`src/rtl/pdm_audio_pkg.sv`:
```
// Shared types for the PDM audio output path: feeder FSM states and gain helpers.
// Optional build macro used by the feeder: PDM_FEED_STATS_EN (underrun counter).
package pdm_audio_pkg;

   typedef enum logic [1:0] {
      ST_IDLE    = 2'd0,
      ST_PREFILL = 2'd1,
      ST_PLAY    = 2'd2,
      ST_REFILL  = 2'd3
   } state_e;

   // Gain code that reproduces the input sample exactly (2^(GW-1)).
   function automatic int unsigned unity_gain(input int unsigned gw);
      return 32'd1 << (gw - 1);
   endfunction

endpackage

```
`src/rtl/pdm_gain_sat.sv`:
```
// One channel of gain: signed sample times unsigned gain, scaled by 2^-(GW-1),
// clamped to the W-bit two's complement range. Purely combinational.
module pdm_gain_sat #(
   parameter int W  = 16,
   parameter int GW = 8
) (
   input  logic [W-1:0]  sample_i,
   input  logic [GW-1:0] gain_i,
   output logic [W-1:0]  y_o
);

   localparam int PW = W + GW + 1;

   logic signed [PW-1:0] s_ext;
   logic signed [PW-1:0] g_ext;
   logic signed [PW-1:0] prod;
   logic signed [PW-1:0] shifted;

   assign s_ext   = {{(GW + 1){sample_i[W-1]}}, sample_i};
   assign g_ext   = {{(W + 1){1'b0}}, gain_i};
   assign prod    = s_ext * g_ext;
   assign shifted = prod >>> (GW - 1);

   // The value fits when every bit above the result's sign bit repeats it.
   always_comb begin
      if (shifted[PW-1:W-1] == {(PW - W + 1){shifted[PW-1]}}) begin
         y_o = shifted[W-1:0];
      end else if (shifted[PW-1]) begin
         y_o = {1'b1, {(W - 1){1'b0}}};
      end else begin
         y_o = {1'b0, {(W - 1){1'b1}}};
      end
   end

endmodule

```
`src/rtl/pdm_audio_feeder.sv`:
```
// Sample-rate FIFO reader for the PDM path: prefill/underrun recovery, per-channel
// gain with saturation and mute. Define PDM_FEED_STATS_EN to add underrun_cnt.
module pdm_audio_feeder
   import pdm_audio_pkg::*;
#(
   parameter int NCH     = 2,
   parameter int W       = 16,
   parameter int GW      = 8,
   parameter int LVL_W   = 10,
   parameter int PREFILL = 64
) (
   input  logic                rdclk,
   input  logic                rst_n,
   input  logic                enable,
   input  logic                rdempty,
   input  logic [LVL_W-1:0]    rd_level,
   output logic                rden,
   input  logic [NCH*W-1:0]    rddat,
   input  logic [NCH*GW-1:0]   gain,
   input  logic                mute,
   output logic [NCH*W-1:0]    sample_out,
   output logic                sample_vld,
   output logic [1:0]          state,
   output logic                underrun
`ifdef PDM_FEED_STATS_EN
   ,
   output logic [15:0]         underrun_cnt
`endif
);

   localparam logic [LVL_W:0] PRE_LVL = (LVL_W + 1)'(PREFILL);

   // Handshake: rden=1 in cycle N pops one word; the FIFO presents it on rddat
   // during cycle N+1 (its output register is pipeline stage 1, tracked by v1_q).
   state_e             state_q, state_d;
   logic               v1_q, v1_d;
   logic [NCH*W-1:0]   sample_out_q, sample_out_d;
   logic               sample_vld_q, sample_vld_d;
   logic [NCH*W-1:0]   gained;
   logic               level_ok;
   logic               flush;

   assign level_ok = ({1'b0, rd_level} >= PRE_LVL) && !rdempty;

   always_comb begin
      state_d  = state_q;
      rden     = 1'b0;
      underrun = 1'b0;
      case (state_q)
         ST_IDLE:               state_d = ST_PREFILL;
         ST_PREFILL, ST_REFILL: if (level_ok) state_d = ST_PLAY;
         ST_PLAY: begin
            rden     = !rdempty && enable;
            underrun = rdempty && enable;
            if (rdempty) state_d = ST_REFILL;
         end
         default:               state_d = ST_IDLE;
      endcase
      if (!enable) state_d = ST_IDLE;
      // Leaving playback silences the output and drops the word in flight.
      flush = (state_d == ST_IDLE) || (state_d == ST_REFILL);
   end

   for (genvar k = 0; k < NCH; k++) begin : g_ch
      pdm_gain_sat #(
         .W  (W),
         .GW (GW)
      ) u_gain (
         .sample_i (rddat[k*W +: W]),
         .gain_i   (gain[k*GW +: GW]),
         .y_o      (gained[k*W +: W])
      );
   end

   always_comb begin
      v1_d         = rden && !flush;
      sample_out_d = sample_out_q;
      sample_vld_d = 1'b0;
      if (flush) begin
         sample_out_d = '0;
      end else if (mute) begin
         sample_out_d = '0;
         sample_vld_d = v1_q;
      end else if (v1_q) begin
         sample_out_d = gained;
         sample_vld_d = 1'b1;
      end
   end

   always_ff @(posedge rdclk or negedge rst_n) begin
      if (!rst_n) begin
         state_q      <= ST_IDLE;
         v1_q         <= 1'b0;
         sample_out_q <= '0;
         sample_vld_q <= 1'b0;
      end else begin
         state_q      <= state_d;
         v1_q         <= v1_d;
         sample_out_q <= sample_out_d;
         sample_vld_q <= sample_vld_d;
      end
   end

   assign state      = state_q;
   assign sample_out = sample_out_q;
   assign sample_vld = sample_vld_q;

`ifdef PDM_FEED_STATS_EN
   logic [15:0] ucnt_q, ucnt_d;

   always_comb begin
      ucnt_d = ucnt_q;
      if (state_d == ST_IDLE) begin
         ucnt_d = '0;
      end else if (underrun && (ucnt_q != 16'hFFFF)) begin
         ucnt_d = ucnt_q + 16'd1;
      end
   end

   always_ff @(posedge rdclk or negedge rst_n) begin
      if (!rst_n) ucnt_q <= '0;
      else        ucnt_q <= ucnt_d;
   end

   assign underrun_cnt = ucnt_q;
`endif

endmodule

```
`config.mk`:
```
export PLATFORM = sky130hd
export DESIGN_NAME = pdm_audio_feeder
export DESIGN_NICKNAME = d
export VERILOG_FILES = /design/src/rtl/pdm_audio_pkg.sv /design/src/rtl/pdm_gain_sat.sv /design/src/rtl/pdm_audio_feeder.sv
export SDC_FILE = /design/constraint.sdc
export NUM_CORES = 1
export LEC_CHECK = 0
export CELL_PAD_IN_SITES_DETAIL_PLACEMENT = 1
export CELL_PAD_IN_SITES_GLOBAL_PLACEMENT = 2
export CORE_MARGIN = 1
export CORE_UTILIZATION = 39
export CTS_BUF_LIST = sky130_fd_sc_hd__clkbuf_8
export DETAILED_ROUTE_END_ITERATION = 16
export GPL_ROUTABILITY_DRIVEN = 0
export PLACE_DENSITY_LB_ADDON = 0.3
export SYNTH_ARGS = -nofsm -noshare
export SYNTH_HDL_FRONTEND = slang
export SYNTH_HIERARCHICAL = 1
export SYNTH_SLANG_ARGS = --single-unit
```
`constraint.sdc`:
```
create_clock -name rdclk -period 1.43 [get_ports rdclk]
set_input_delay 0.143 -clock rdclk [delete_from_list [all_inputs] [get_ports rdclk]]
set_output_delay 0.143 -clock rdclk [all_outputs]
set_load 0.005 [all_outputs]
```
==> summary.md <==
| Metric | Value |
|---|---|
| Synth-to-layout area growth | 43.6% |
| VDD IR max | roughly 0.0016 V |
| Fin crit period | 5.07 ns |
| Outcome | complete, but fails checks |
| Latest clock arrival within the worst-skew pair | 0.29 ns |
| Flops & latches, synth | 36 |
| Reg2Reg Launch Point | state[1] |
| Final setup viols | 32 |
| Width of the die | 173 um |
| Nets | 1970 |
| Synth cell count leaders | inv_1, fa_1, nand2_1 |
| Worst slew pin tran | 0.570 ns |
| Fin Clk Skew | 0.00621 ns |
| Post-synthesis simple-gate area fraction | 15.0% |
| Worst Setup Path Type | primary input to register |
| Design Area, Final | 0.0164 mm^2 |
| Worst Path Buf+Inv | 5 |
| Mux share of post-synthesis cell area | approximately 2.8% |
| Most common cell on crit path | fa_1 |
| Unique cell type count in the Yosys netlist | 69 |
| Initial antenna violation count | 0 |
| # H-tree levels | 2 |
| Std cell rows | 62 |
| Largest family of logic cells by synthesized area | adder cells |
| DPL Wire Length | 26500 um |
| Maximum root-to-sink buffer count | 2 |
| Dominant synthesized flop cell | dfrtp_1 |
| Peak Freq | ~200 MHz |
| Fin worst setup slack | -3.64 ns |
| Share of the synthesized area in the top cell type | about 35% |
| Antenna Diode Count | 0 |
| Data required, critical path | around 1.6 ns |
| Clock transition at path regs | 0.08 ns |
| Yosys top cell by area | fa_1 |
| Worst-path cell chain | buf_8, buf_6, and2_1, fa_1, fa_2, fa_1, inv_1, fa_1, inv_2, ha_4, nand2_2, or4_4, nor3_4, o21ba_4, nor2_4, xor2_4, a211oi_4, buf_4, a31o_4, mux2i_1, a2111oi_2 |
| Post-synth EDFFs | 0 |
| Seq/Total Area, Yosys | under 10% |
| Syn avg cell area | a little over 9 um^2 |
| Xor/xnor share of the synthesized area | 3.38% |
| Tot Pwr | 40.7 mW |
| Global route overflow | 0 |
| DRT Wirelength | 35700 um |
| # IOs | 100 |
| Largest net degree at the start of global routing | 21 |
| Mapped Cells | 1256 |
| TritonCTS Buffers | 5 |
| Die H | about 170 um |
| Post-Synth Adder-Cell Area | 45.5% |
| Placed instance area | 0.0147 mm^2 |
| Fill count | around 3.2k |
| Startpoint Class | primary input |
| Part of the cycle the worst path needs | 354% |
| Core area | about 0.029 mm^2 |
| Detail Route Antenna Nets | 0 |
| Slew HR | around 62% |
| Pwr Density | 2480 mW/mm^2 |
| Mapped Area | 0.0114 mm^2 |
| Top delay family on crit path | adder cells |
| Critical Path Source | gain[3] |
| Gr usage total | 24.3% |
| Asr flop ratio synth | 100% |
| Root Buffer | clkbuf_8 |
| Share of cells above drive strength 1 | between 30% and 40% |
| HP Class | primary input to async pin |
| First-pass iteration count of the detailed router | 4 |
| Top post-synthesis cells by area | fa_1, ha_1, inv_1 |
| Failing checks | setup timing |
| Crit. End Element | register |
| Number of global-route vias before repair | approximately 11k |
| Vias per cell | ~5 |
| Most numerous cell in the Yosys netlist | inv_1 |
| # port buffers | 93 |
| P_leak | 8.13 nW |
| WP data arrival | about 5.3 ns |
| Setup Slack @ Placement | -4.46 ns |
| Ys Warns | 6 |
| Max Slew Vio Count | 0 |
| Maxcap violations | 0 |
| Wire length per cell | about 18 um |
| CP max FO | 5 |
| Fin. Hold Viols | 0 |
| First-pass GRT wire length | a little under 60000 um |
| Syn nets | 1613 |
| Initial Util | 39.6% |
| DRC viols | 0 |
| RSZ-0062 raised after global routing | true |
| CTS tree | built |
| Vias | 9957 |
| Slowest cell delay on critical path | 0.57 ns |
| Worst path slowest cell | fa_1 |
| Compound-cell area share of the yosys netlist | 13.1% |
| Clk sink count | 36 |
| Die area | ~0.03 mm^2 |
| Initial DRC Count | 337 |
==> final timing paths <==
check                           depth (start not counted)        endpoint  slack (ns)
min in group rdclk                                      2  sample_out[11]        0.44
max in group asynchronous                               3   sample_out[7]        0.47
worst max register to register                          3   sample_out[4]       -0.04
worst max-delay path                                   21   sample_out[0]       -3.64
worst min-delay path                                    2  sample_out[28]        0.33
worst min register to register                          2        state[1]        0.57
==> per-layer routing <==
metal | share of wire, % | GRT usage, %
met5 | 0 | 0
met4 | 1.3 | 2.32
met3 | 3.8 | 2.15
met2 | 49 | 41.9
met1 | 45 | 34.4
==> per-stage QoR <==
| stage | utilization [%] | TNS, ns | cells | hold slack, ns |
|---|---|---|---|---|
| floorplan | - | -104.31 | 1256 | -0.153 |
| global placement | 50.9 | -132.15 | 1914 | 0.112 |
| detailed placement | 50.9 | -135.15 | 1914 | 0.128 |
| CTS | 55.7 | -110.12 | 1986 | 0.345 |
| global route | 56.9 | -116.26 | 1998 | 0.391 |
| finish | 56.9 | -111.41 | 1998 | 0.333 |
==> placed cells by master (no fill, tap or decap), types with 18 or more instances in the layout <==
master             n
ha_1              62
a21o_1            33
inv_1            282
buf_6             55
fa_1             180
xnor2_1           20
buf_2             24
buf_4            221
and2_4            22
nand2_1          109
dfrtp_1           33
ha_4              29
inv_2             23
buf_12            18
fa_2              22
and2_1           109
mux2i_1           27
nand2_2           22
clkdlybuf4s50_1   38
a2111oi_2         32
==> cell families (layout without fill, tap and decap cells) <==
family	count (synthesis)	after routing
adders and majority gates	294	294
muxes	32	32
xor gates and xnor gates	41	41
AOI/OAI and AO/OA	172	172
DFF	36	36
buffers and inverters	349	707
and+or+nand+nor	332	332
==> registers in the layout, indices dropped and copies added, names as in the netlist <==
name,flops
sample_out,32
state,2
sample_vld,1
v1_q,1
==> repair_timing <==
item	4_1_cts	5_1_grt
resized for setup	341	103
pin swaps	136	64
endpoints found under the hold margin	19	0
gates cloned	9	0
hold buffers	1	0
endpoints found under the setup margin	35	35
buffers inserted	56	13
==> power by group <==
part	switching, mW	total [mW]	internal [mW]
Sequential	0.0381	1.09	1.05
Combinational	19.1	38.8	19.7
Clock	0.378	0.762	0.385
==> layout make-up <==
| type | instances | area, um^2 | area share (%) |
|---|---|---|---|
| flip-flops and latches | 36 | 905 | 5.52 |
| clock inverters | 2 | 10.0 | 0.0611 |
| clock buffers | 6 | 82.6 | 0.504 |
| inverters | 305 | 1140 | 6.99 |
| repair buffers | 394 | 3610 | 22.1 |
| well taps | 384 | 480 | 2.93 |
| multi-input cells | 871 | 10200 | 61.9 |
(Power assumes the default switching activity.)
